File: src/rtl/mnist_infer_ctrl.sv
`default_nettype none
// ============================================================================
// Module   : mnist_infer_ctrl
// Brief    : Sequencer around the MNIST inference engine. It clears and starts
//            the engine, waits for done with a timeout, then scans the 10
//            class scores and holds the argmax until the host acknowledges.
// Revision : 1.0
// ============================================================================
module mnist_infer_ctrl #(
    parameter int DATA_WIDTH     = 5,
    parameter int NUM_CLASSES    = 10,
    parameter int TIMEOUT_CYCLES = 1048576
) (
    input  logic                         clk,
    input  logic                         rst,
    input  logic                         req,
    input  logic                         ack,
    output logic                         busy,
    output logic                         result_valid,
    output logic [3:0]                   result_class,
    output logic signed [DATA_WIDTH-1:0] result_score,
    output logic                         timeout_err,
    output logic                         eng_reset,
    output logic                         eng_start,
    input  logic                         eng_done,
    output logic [3:0]                   eng_out_idx,
    input  logic signed [DATA_WIDTH-1:0] eng_out
);

    localparam int                 c_cnt_w    = $clog2(TIMEOUT_CYCLES + 1);
    localparam logic [c_cnt_w-1:0] c_cnt_last = c_cnt_w'(TIMEOUT_CYCLES - 1);
    localparam logic [c_cnt_w-1:0] c_cnt_one  = c_cnt_w'(1);
    localparam logic [3:0]         c_idx_last = 4'(NUM_CLASSES - 1);

    typedef enum logic [2:0] {
        S_IDLE   = 3'd0,
        S_CLEAR  = 3'd1,
        S_START  = 3'd2,
        S_WAIT   = 3'd3,
        S_SCAN   = 3'd4,
        S_RESULT = 3'd5
    } state_t;

    state_t             r_state;
    logic [c_cnt_w-1:0] r_cnt;
    logic               w_better;

    // Index 0 seeds the running max; afterwards only a strictly larger score
    // replaces it, so ties keep the lowest index.
    assign w_better = (eng_out_idx == 4'd0) || (eng_out > result_score);

    always_ff @(posedge clk) begin
        if (rst) begin
            r_state      <= S_IDLE;
            r_cnt        <= '0;
            busy         <= 1'b0;
            result_valid <= 1'b0;
            result_class <= 4'd0;
            result_score <= '0;
            timeout_err  <= 1'b0;
            eng_reset    <= 1'b0;
            eng_start    <= 1'b0;
            eng_out_idx  <= 4'd0;
        end else begin
            eng_reset <= 1'b0;
            eng_start <= 1'b0;
            case (r_state)
                S_IDLE: begin
                    if (req) begin
                        r_state   <= S_CLEAR;
                        busy      <= 1'b1;
                        eng_reset <= 1'b1;
                    end
                end
                S_CLEAR: begin
                    r_state   <= S_START;
                    eng_start <= 1'b1;
                end
                S_START: begin
                    r_state <= S_WAIT;
                    r_cnt   <= '0;
                end
                S_WAIT: begin
                    r_cnt <= r_cnt + c_cnt_one;
                    if (eng_done) begin
                        r_state     <= S_SCAN;
                        eng_out_idx <= 4'd0;
                    end else if (r_cnt == c_cnt_last) begin
                        r_state      <= S_RESULT;
                        result_valid <= 1'b1;
                        timeout_err  <= 1'b1;
                        result_class <= 4'hF;
                        result_score <= '0;
                    end
                end
                S_SCAN: begin
                    if (w_better) begin
                        result_class <= eng_out_idx;
                        result_score <= eng_out;
                    end
                    if (eng_out_idx == c_idx_last) begin
                        r_state      <= S_RESULT;
                        result_valid <= 1'b1;
                        eng_out_idx  <= 4'd0;
                    end else begin
                        eng_out_idx <= eng_out_idx + 4'd1;
                    end
                end
                S_RESULT: begin
                    if (ack) begin
                        r_state      <= S_IDLE;
                        busy         <= 1'b0;
                        result_valid <= 1'b0;
                        timeout_err  <= 1'b0;
                    end
                end
                default: begin
                    r_state      <= S_IDLE;
                    busy         <= 1'b0;
                    result_valid <= 1'b0;
                    timeout_err  <= 1'b0;
                    eng_out_idx  <= 4'd0;
                end
            endcase
        end
    end

endmodule
`default_nettype wire

File: config.mk
export PLATFORM = sky130hd
export DESIGN_NAME = mnist_infer_ctrl
export DESIGN_NICKNAME = d
export VERILOG_FILES = /design/src/rtl/mnist_infer_ctrl.sv
export SDC_FILE = /design/constraint.sdc
export NUM_CORES = 1
export LEC_CHECK = 0
export BUFFER_PORTS_ARGS = -buffer_cell sky130_fd_sc_hd__buf_2
export CORE_MARGIN = 10
export CORE_UTILIZATION = 57
export DETAILED_ROUTE_END_ITERATION = 8
export PLACE_DENSITY = 0.83
export SLEW_MARGIN = 30
export SYNTH_ARGS = -nofsm -noshare
export SYNTH_HDL_FRONTEND = slang
export SYNTH_SLANG_ARGS = --single-unit
File: constraint.sdc
create_clock -name clk -period 2.6 [get_ports clk]
set_clock_uncertainty 0.1 [all_clocks]
set_input_delay 0.39 -clock clk [delete_from_list [all_inputs] [get_ports clk]]
set_output_delay 0.39 -clock clk [all_outputs]
set_load 0.005 [all_outputs]
==> impl_summary.log, run 1 <==
[metrics] Fill cells: 311
[metrics] post-synthesis compound-gate area fraction: 17.7%
[metrics] Power Density: 548 nW/um2
[metrics] number of antenna diodes: 0
[metrics] number of vias in the routed layout: 2017
[metrics] launch point of the critical path: r_cnt[0]
[metrics] max frequency: 441 MHz
[metrics] Worst setup SP type: register
[metrics] static leakage: 0.00102 uW
[metrics] Max Root-Sink Buffers: 2
[metrics] maximum vdd ir drop: 0.000372 V
[metrics] count of instances resized after the clock tree is built: 0
[metrics] vias in the first global route: 1883
[metrics] switching power share of the total: 30.1%
[metrics] xor and xnor fraction of the mapped netlist area: 1.54%
[metrics] starting density of the core: 60.4%
[metrics] TritonCTS Sinks: 42
[metrics] Synthesized Nets: 295
[metrics] Critical Setup Path Class: register to register
[metrics] Post-Route M1 WL: 2350 um
[metrics] dominant register cell in the synthesized netlist: dfxtp_1
[metrics] number of nets with antenna violations after routing: 0
[metrics] mean instance size in the synthesized netlist: 8.26 um2
[metrics] Psw: 418 uW
[metrics] drt pass-1 iters: 5
[metrics] power share of the combinational group: 19.7%
[metrics] initial antenna violation count: 0
[metrics] core outline area: 3770 um2
[metrics] final setup violation count: 0
[metrics] GP Congestion: 0.850
[metrics] sequential cell area: 841 um2
[metrics] count of port buffers added during placement: 27
[metrics] Reg-to-Reg Start: r_cnt[0]
[metrics] top area cells in the synthesized netlist: dfxtp_1 37%, nor2_1 6.1%, ha_1 4.9%, nand2_1 4.8%, mux2i_1 4.0%
[metrics] TritonCTS clock tree: done
[metrics] total non-filler cell area in the finished layout: 2540 um2
[metrics] final critical delay including setup and external delays: 2270 ps
[metrics] Yosys cell types: 47
[metrics] CTS Hold Buffers Added: 0
[metrics] max-cap violation count: 0
[metrics] period utilization: 87.3%
[metrics] wire length of the first global-routing pass: 8780 um
[metrics] largest stage delay on the critical path: 490 ps
[metrics] clock transition at the register clock pins on the worst setup and hold paths after CTS: 80 ps
[metrics] area of the die: 6930 um2
[metrics] area used by multi-input combinational logic: 1310 um2
[metrics] total wire length: 5090 um
[metrics] horizontal extent of the die: 83.2 um
[metrics] number of storage elements in the synthesis netlist: 42
[metrics] share of the synthesized area in the top cell type: 36.9%
[metrics] Critical Path Fanout Max: 9
[metrics] Hold WC Path Type: primary input to register
[metrics] Via-to-Cell Ratio: 5.75
[metrics] standard-cell row count: 22
[metrics] Total Nets Final: 322
[metrics] number of cells on the worst reg-to-reg path: 6
[metrics] Placement Cell Area: 2460 um2
[metrics] cell internal power dissipation: 972 uW
[metrics] endpoint of the worst register-to-register path: result_class[0]
[metrics] buffer cell driving the clock tree root: clkbuf_8
[metrics] relative contribution of sequential cells to total power: 51.4%
[metrics] worst-skew pair later-pin latency: 290 ps
[metrics] global-route usage over all layers: 14.5%
[metrics] met2 routed wirelength: 2390 um
[metrics] multiplexer fraction of the synthesized cell area: 6.92%
[metrics] final HPWL from detailed placement: 3720 um
[metrics] fraction of the yosys area taken by sequential cells: 36.9%
[metrics] initial drt markers: 129
[metrics] number of placed I/O pins: 28
[metrics] share of total power in the clock network: 28.9%
[metrics] combinational family with the most area after synthesis: simple AND/OR/NAND/NOR gates
[metrics] synthesized-area fraction occupied by adder cells: 4.94%
[metrics] Synth Area in Simple Gates: 26.5%
[metrics] fraction of final layout cells sized beyond drive strength 1: 19.8%
[metrics] amount of wire on met3 after detailed routing: 259 um
[metrics] Setup crit end kind: register
[metrics] top layer used by detailed routing: met4
[metrics] Syn. warnings: 0
[metrics] async set-or-reset flop fraction in the synthesized netlist: 0%
[metrics] number of instances in the synthesized netlist: 276
[metrics] worst setup path end: result_class[0]
[metrics] cell type contributing the most total cell area after synthesis: dfxtp_1
[metrics] max-slew violations: 0
[metrics] data arrival time of the worst path: 2410 ps
[metrics] die extent in y: 83.2 um
[metrics] total gr overflow: 0
[metrics] result of the run: completed
[metrics] TNS Setup: 0 ps
[metrics] required time of the critical path: 2740 ps
[metrics] final hold violation count: 0
[metrics] Remaining DRCs: 0
[metrics] number of buffers added by the clock tree synthesis step: 5
[metrics] pin count of the biggest net entering global routing: 25
[metrics] post-synth design cell area: 2280 um2
[metrics] buffers inserted during post-CTS setup optimization: 0
[metrics] growth of design area from synthesis to finish: 11.4%
[metrics] number of H-tree levels: 2
[metrics] Crit-path slowest cell: a21boi_2
[metrics] Cell Chain, Critical Path: ha_1 -> nand3_1 -> nor4_4 -> a21o_1 -> a21boi_2 -> o221a_2
[metrics] setup repair after global routing missed its margin: false
[metrics] actual slew at the worst max-slew pin: 565 ps
[metrics] number of flops mapped to enable cells by yosys: 0
[metrics] register-to-register path setup slack: 330 ps
[metrics] final routed wire length divided by cell count: 14.5 um
[metrics] Slew Limit Headroom: 62.1%
## layer usage
| metal | global-route usage, % | vias to the layer above |
|---|---|---|
| li1 | - | 1042 |
| met1 | 17.7 | 923 |
| met2 | 23.8 | 43 |
| met3 | 3.03 | 9 |
| met4 | 6.46 | 0 |
| met5 | 0 | - |
## cell usage in the layout, fill, tap and decap left out, types with 9 or more instances in the layout
master | netlist | routed
nand3_1 | 17 | 17
a21oi_1 | 13 | 13
buf_2 | 4 | 27
dfxtp_1 | 42 | 42
mux2i_1 | 9 | 9
ha_1 | 9 | 9
nand2_1 | 29 | 29
nor2_1 | 37 | 37
o21ai_0 | 12 | 12
inv_1 | 14 | 14
## worst min path at each step
stage | endpoint | cells after the start | start | slack, ps
global route | result_score[0] | 3 | eng_out[0] | 270
global placement | busy | 2 | busy | 350
floorplan | r_cnt[18] | 1 | r_cnt[18] | 330
finish | result_score[0] | 3 | eng_out[0] | 260
detailed placement | busy | 2 | busy | 360
CTS | result_score[0] | 3 | eng_out[0] | 260
## power by group through the flow
stage | sequential, uW | clock, uW | combinational (uW)
detailed placement | 728 | 0 | 270
finish | 714 | 402 | 274
global placement | 727 | 0 | 264
CTS | 713 | 406 | 272
global route | 720 | 433 | 305
floorplan | 706 | 0 | 208
## worst max-delay path: cells and delay by family (launching register included)
kind / cells / cell delay [ps]
AND/OR/NAND/NOR: 2 / 500
AO/OA/AOI/OAI: 3 / 950
flip-flops: 1 / 420
adder cells (fa/ha/maj): 1 / 240
## registers in the layout, summed over array words and instances (netlist names)
name / flops
result_score: 5
eng_out_idx: 4
busy: 1
r_state: 3
result_valid: 1
result_class: 4
eng_reset: 1
eng_start: 1
r_cnt: 21
timeout_err: 1
## area by class of cell
| type | count | area share, % |
|---|---|---|
| clock buffer | 7 | 3.01 |
| tap | 48 | 2.37 |
| timing repair buffer | 35 | 7.69 |
| inverter | 14 | 2.07 |
| multi-input combinational | 205 | 51.7 |
| sequential | 42 | 33.1 |
## cell families (layout without fill, tap and decap cells)
family,count (synthesis),in the layout
compound gates,58,58
xor+xnor,4,4
fa+ha+maj,9,9
buf+inv,29,56
flops,42,42
mux,15,15
simple gates,119,119
## metrics by stage
step | util (%) | setup slack, ps | hold WS (ps) | total power, uW | cells
final | 67.3 | 331 | 258 | 1390 | 351
after global routing | 67.3 | 96.5 | 268 | 1460 | 351
after CTS | 67.3 | 343 | 259 | 1390 | 351
after detailed placement | 65.3 | 330 | 356 | 999 | 344
after global placement | 65.3 | 358 | 348 | 991 | 344
after floorplan | - | 693 | 333 | 914 | 276
## cells in the mapped netlist (7+ instances only)
master	count
dfxtp_1	42
nor2_1	37
nand2_1	29
nand3_1	17
inv_1	14
a21oi_1	13
o21ai_0	12
ha_1	9
mux2i_1	9
a22oi_1	8
clkbuf_1	8
and3_1	7
nand4_1	7
No activity file was read; power rests on OpenSTA's default activity.
==> run 2: changes to the inputs <==
==> constraint.sdc (replaced) <==
create_clock -name clk -period 2.6 [get_ports clk]
set_clock_uncertainty 0.1 [all_clocks]
set_input_delay 0.13 -clock clk [delete_from_list [all_inputs] [get_ports clk]]
set_output_delay 0.13 -clock clk [all_outputs]
set_load 0.005 [all_outputs]
==> run 2 against run 1 <==
Effect of this change:
- die area unchanged
- non-clock buffer count shrank 1
- cell area is essentially flat
- highest routed layer unchanged
==> impl_summary.log, run 2 (synthesized netlist as in run 1, its figures left out) <==
[metrics] data arrival time of the worst path: 2340 ps
[metrics] horizontal extent of the die: 83.2 um
[metrics] Remaining DRCs: 0
[metrics] vias in the first global route: 1884
[metrics] largest stage delay on the critical path: 470 ps
[metrics] Crit-path slowest cell: a21boi_2
[metrics] initial antenna violation count: 0
[metrics] total non-filler cell area in the finished layout: 2540 um2
[metrics] clock transition at the register clock pins on the worst setup and hold paths after CTS: 80 ps
[metrics] starting density of the core: 60.4%
[metrics] required time of the critical path: 2720 ps
[metrics] max-cap violation count: 0
[metrics] core outline area: 3770 um2
[metrics] number of antenna diodes: 0
[metrics] total gr overflow: 0
[metrics] pin count of the biggest net entering global routing: 25
[metrics] growth of design area from synthesis to finish: 11.4%
[metrics] Largest register FFs: 21
[metrics] TritonCTS Sinks: 42
[metrics] TNS Setup: 0 ps
[metrics] number of nets with antenna violations after routing: 0
[metrics] total wire length: 5100 um
[metrics] Largest Register: r_cnt
[metrics] Critical Path Fanout Max: 9
[metrics] category of cells accounting for the largest share of critical-path delay: compound AO/OA/AOI/OAI gates
[metrics] Total Nets Final: 321
[metrics] Worst setup SP type: register
[metrics] final critical delay including setup and external delays: 2230 ps
[metrics] final hold violation count: 0
[metrics] Setup crit end kind: register
[metrics] Power Density: 550 nW/um2
[metrics] number of placed I/O pins: 28
[metrics] initial drt markers: 200
[metrics] Hold WC Path Type: primary input to register
[metrics] register-to-register path setup slack: 370 ps
[metrics] standard-cell row count: 22
[metrics] most common library cell in the layout ignoring fill and taps: dfxtp_1
[metrics] TritonCTS clock tree: done
[metrics] fraction of final layout cells sized beyond drive strength 1: 19.6%
[metrics] result of the run: completed
[metrics] final setup violation count: 0
[metrics] highest-count cells in the layout ignoring fill and taps: 42 x dfxtp_1, 37 x nor2_1, 29 x nand2_1
[metrics] max frequency: 449 MHz
[metrics] worst-skew pair later-pin latency: 290 ps
[metrics] buffers inserted during post-CTS setup optimization: 0
[metrics] Cell Chain, Critical Path: inv_1 -> ha_1 -> nand2b_1 -> a211o_1 -> a31o_2 -> a21boi_2 -> mux2i_1
[metrics] Via-to-Cell Ratio: 5.87
[metrics] number of buffers added by the clock tree synthesis step: 5
[metrics] drt pass-1 iters: 4
[metrics] final routed wire length divided by cell count: 14.6 um
[metrics] area of the die: 6930 um2
[metrics] count of port buffers added during placement: 27
[metrics] sequential cell area: 841 um2
[metrics] buffer cell driving the clock tree root: clkbuf_8
[metrics] Critical Setup Path Class: register to register
[metrics] final HPWL from detailed placement: 3670 um
[metrics] maximum vdd ir drop: 0.000340 V
[metrics] max-slew violations: 0
[metrics] number of H-tree levels: 2
[metrics] Fill cells: 334
[metrics] Max Root-Sink Buffers: 2
[metrics] die extent in y: 83.2 um
[metrics] static leakage: 0.00102 uW
[metrics] setup repair after global routing missed its margin: false
[metrics] area used by multi-input combinational logic: 1310 um2
[metrics] GP Congestion: 0.853
[metrics] period utilization: 85.7%
[metrics] actual slew at the worst max-slew pin: 605 ps
[metrics] total buffers and inverters traversed by the critical path: 1
[metrics] number of vias in the routed layout: 2048
[metrics] total power consumption of the routed design: 1400 uW
[metrics] Final Core Density: 67.3%
[metrics] largest registers: r_cnt (21), result_score (5)
[metrics] Slew Limit Headroom: 59.7%
[metrics] post-route worst hold slack: 5.92 ps
[metrics] Placement Cell Area: 2450 um2
[metrics] global-route usage over all layers: 14.3%
[metrics] wire length of the first global-routing pass: 8610 um
-- run 2: changes by cell type in the layout (fill, tap and decap cells not counted) --
| cell | previous run | this run |
|---|---|---|
| buf_4 | 8 | 6 |
| clkbuf_1 | 2 | 0 |
| clkbuf_8 | 5 | 6 |
| dlygate4sd3_1 | 0 | 1 |
-- run 2: through the flow --
step / instances / setup WS (ps)
global placement: 342 / 482
CTS: 349 / 348
global route: 349 / 185
finish: 349 / 371
floorplan: 276 / 693
detailed placement: 342 / 383
-- run 2: per-layer routing --
metal | up-vias | wire (um) | global-route usage [%]
li1 | 1040 | - | -
met1 | 955 | 2360 | 17.4
met2 | 48 | 2380 | 23.1
met3 | 5 | 297 | 4.10
met4 | 0 | 59 | 5.23
met5 | - | 0 | 0
-- run 2: power by group --
group	switching [uW]	internal, uW
Clock	209	205
Combinational	155	109
Sequential	45.3	674
Total	410	987
-- run 2: worst paths after layout --
kind | start | to | cells after the start
setup / recovery | result_score[1] | result_score[1] | 7
hold / removal | eng_out[2] | result_score[2] | 3
setup reg to reg | result_score[1] | result_score[1] | 7
hold reg to reg | r_cnt[18] | r_cnt[18] | 1
-- run 2: timing repair --
action / CTS / global route
hold endpoints to repair: 1 / 0
hold buffers: 1 / 0
gates resized for setup: 0 / 0
-- run 2: worst register-to-register path, delay by kind of cell (launching register included) --
family	cells	cell delay, ps
AND/OR/NAND/NOR	1	60
flip-flops	1	360
AO/OA/AOI/OAI	3	1010
multiplexers	1	280
adder cells (fa/ha/maj)	1	290
buffers and inverters	1	50
-- run 2: cell type report --
cell class	instances	area share (%)
Clock buffer	6	3.25
Inverter	14	2.07
Multi-Input combinational cell	205	51.7
Sequential cell	42	33.1
Tap cell	48	2.37
Timing Repair Buffer	34	7.49
==> run 3: changes to the inputs <==
Settings changed: MAX_ROUTING_LAYER set to met4.
==> run 3 against run 2 <==
Effect of this change:
- non-clock buffer count stayed put
- register-to-register slack is essentially flat
- largest power group unchanged
- die area is the same
- setup slack got worse by 1.1 ps
- highest routed layer unchanged
- cell area unchanged
- first-iteration DRC count grew 7.0%
- hold slack gained 1.3 ps
- clock-buffer cell count stayed put
- via count about the same
- critical path depth unchanged
- utilization stayed put
- clock power about the same
==> impl_summary.log, run 3 (synthesized netlist as in run 1, its figures left out) <==
[metrics] Critical Path Fanout Max: 9
[metrics] Via-to-Cell Ratio: 5.87
[metrics] actual slew at the worst max-slew pin: 605 ps
[metrics] vias in the first global route: 1883
[metrics] Critical Setup Path Class: register to register
[metrics] number of H-tree levels: 2
[metrics] total power consumption of the routed design: 1400 uW
[metrics] Largest register FFs: 21
[metrics] pin count of the biggest net entering global routing: 25
[metrics] Remaining DRCs: 0
[metrics] initial antenna violation count: 0
[metrics] clock transition at the register clock pins on the worst setup and hold paths after CTS: 80 ps
[metrics] final hold violation count: 0
[metrics] Worst setup SP type: register
[metrics] endpoint of the worst hold path: result_score[2]
[metrics] number of cells on the worst reg-to-reg path: 7
[metrics] required time of the critical path: 2710 ps
[metrics] data arrival time of the worst path: 2340 ps
[metrics] total wire length: 5110 um
[metrics] final critical delay including setup and external delays: 2230 ps
[metrics] number of antenna diodes: 0
[metrics] period utilization: 85.8%
[metrics] Min-Delay Path Depth: 3
[metrics] Slew Limit Headroom: 59.6%
[metrics] number of nets with antenna violations after routing: 0
[metrics] standard-cell row count: 22
[metrics] count of port buffers added during placement: 27
[metrics] static leakage: 0.00102 uW
[metrics] Setup crit end kind: register
[metrics] most common library cell in the layout ignoring fill and taps: dfxtp_1
[metrics] worst-skew pair later-pin latency: 290 ps
[metrics] core outline area: 3770 um2
[metrics] setup repair after global routing missed its margin: false
[metrics] die extent in y: 83.2 um
[metrics] total non-filler cell area in the finished layout: 2540 um2
[metrics] wire length of the first global-routing pass: 8610 um
[metrics] TNS Setup: 0 ps
[metrics] total gr overflow: 0
[metrics] Total Nets Final: 321
[metrics] max frequency: 448 MHz
[metrics] starting density of the core: 60.4%
[metrics] maximum vdd ir drop: 0.000339 V
[metrics] Placement Cell Area: 2450 um2
[metrics] area of the die: 6930 um2
[metrics] Final Core Density: 67.3%
[metrics] max-cap violation count: 0
[metrics] max-slew violations: 0
[metrics] number of vias in the routed layout: 2050
[metrics] global-route usage over all layers: 14.6%
[metrics] TritonCTS clock tree: done
[metrics] buffer cell driving the clock tree root: clkbuf_8
[metrics] initial drt markers: 214
[metrics] final setup violation count: 0
[metrics] Reg-to-Reg Start: result_score[1]
[metrics] number of buffers added by the clock tree synthesis step: 5
[metrics] horizontal extent of the die: 83.2 um
[metrics] final HPWL from detailed placement: 3670 um
[metrics] worst hold path startpoint: eng_out[2]
[metrics] Max Root-Sink Buffers: 2
[metrics] growth of design area from synthesis to finish: 11.4%
[metrics] highest-count cells in the layout ignoring fill and taps: 42 x dfxtp_1, 37 x nor2_1, 29 x nand2_1
[metrics] result of the run: completed
[metrics] drt pass-1 iters: 4
[metrics] GP Congestion: 0.866
[metrics] Hold WC Path Type: primary input to register
[metrics] fraction of final layout cells sized beyond drive strength 1: 19.6%
[metrics] Power Density: 550 nW/um2
[metrics] TritonCTS Sinks: 42
[metrics] largest registers: r_cnt (21), result_score (5)
[metrics] endpoint of the worst register-to-register path: result_score[1]
[metrics] number of placed I/O pins: 28
[metrics] buffers inserted during post-CTS setup optimization: 0
[metrics] final routed wire length divided by cell count: 14.6 um
[metrics] register-to-register path setup slack: 370 ps
[metrics] Largest Register: r_cnt
[metrics] Fill cells: 334
run 3: cell counts in the layout (fill, tap and decap cells not counted):
No cell type changed its count.
run 3: timing repair:
item,4_1_cts,5_1_grt
gates resized for setup,0,0
hold buffers,1,0
endpoints found under the setup margin,0,0
hold endpoints to repair,1,0
run 3: critical path, stage by stage, from the launching register on:
cell and delay (ps):
dfxtp_1 360, inv_1 50, ha_1 290, nand2b_1 60
a211o_1 290, a31o_2 250, a21boi_2 470, mux2i_1 280
run 3: power by group:
part	total [uW]	switching [uW]	internal [uW]
Sequential	719	45.4	674
Clock	413	208	205
Combinational	264	155	109
Total	1400	408	987
run 3: routing by layer:
layer  share of wire [%]  vias to the layer above  track usage, %
met2                  47                       52            23.1
met3                 6.2                        6            3.91
met5                   0                        -               -
li1                    -                     1040               -
met4                 1.2                        0            5.23
met1                  46                      952            17.5
run 3: worst max-delay path by stage:
stage,start,endpoint,depth (start not counted)
2_1_floorplan,result_score[1],result_class[0],7
3_3_place_gp,result_score[1],result_class[2],7
3_5_place_dp,result_score[1],result_score[1],7
4_1_cts,result_score[1],result_score[1],7
5_1_grt,r_cnt[0],result_score[4],6
6_report,result_score[1],result_score[1],7
run 3: stage by stage:
stage | hold WS (ps) | instances | worst slack (ps)
finish | 7.22 | 349 | 370
global route | 20.7 | 349 | 185
CTS | 6.26 | 349 | 348
detailed placement | 298 | 342 | 383
global placement | 302 | 342 | 482
floorplan | 113 | 276 | 693
run 3: area by class of cell:
type	instances	area, um2	share of cell area [%]
multi-input combinational	205	1310	51.7
sequential	42	841	33.1
timing repair buffer	34	190	7.49
clock buffer	6	82.6	3.25
tap	48	60.1	2.37
inverter	14	52.6	2.07
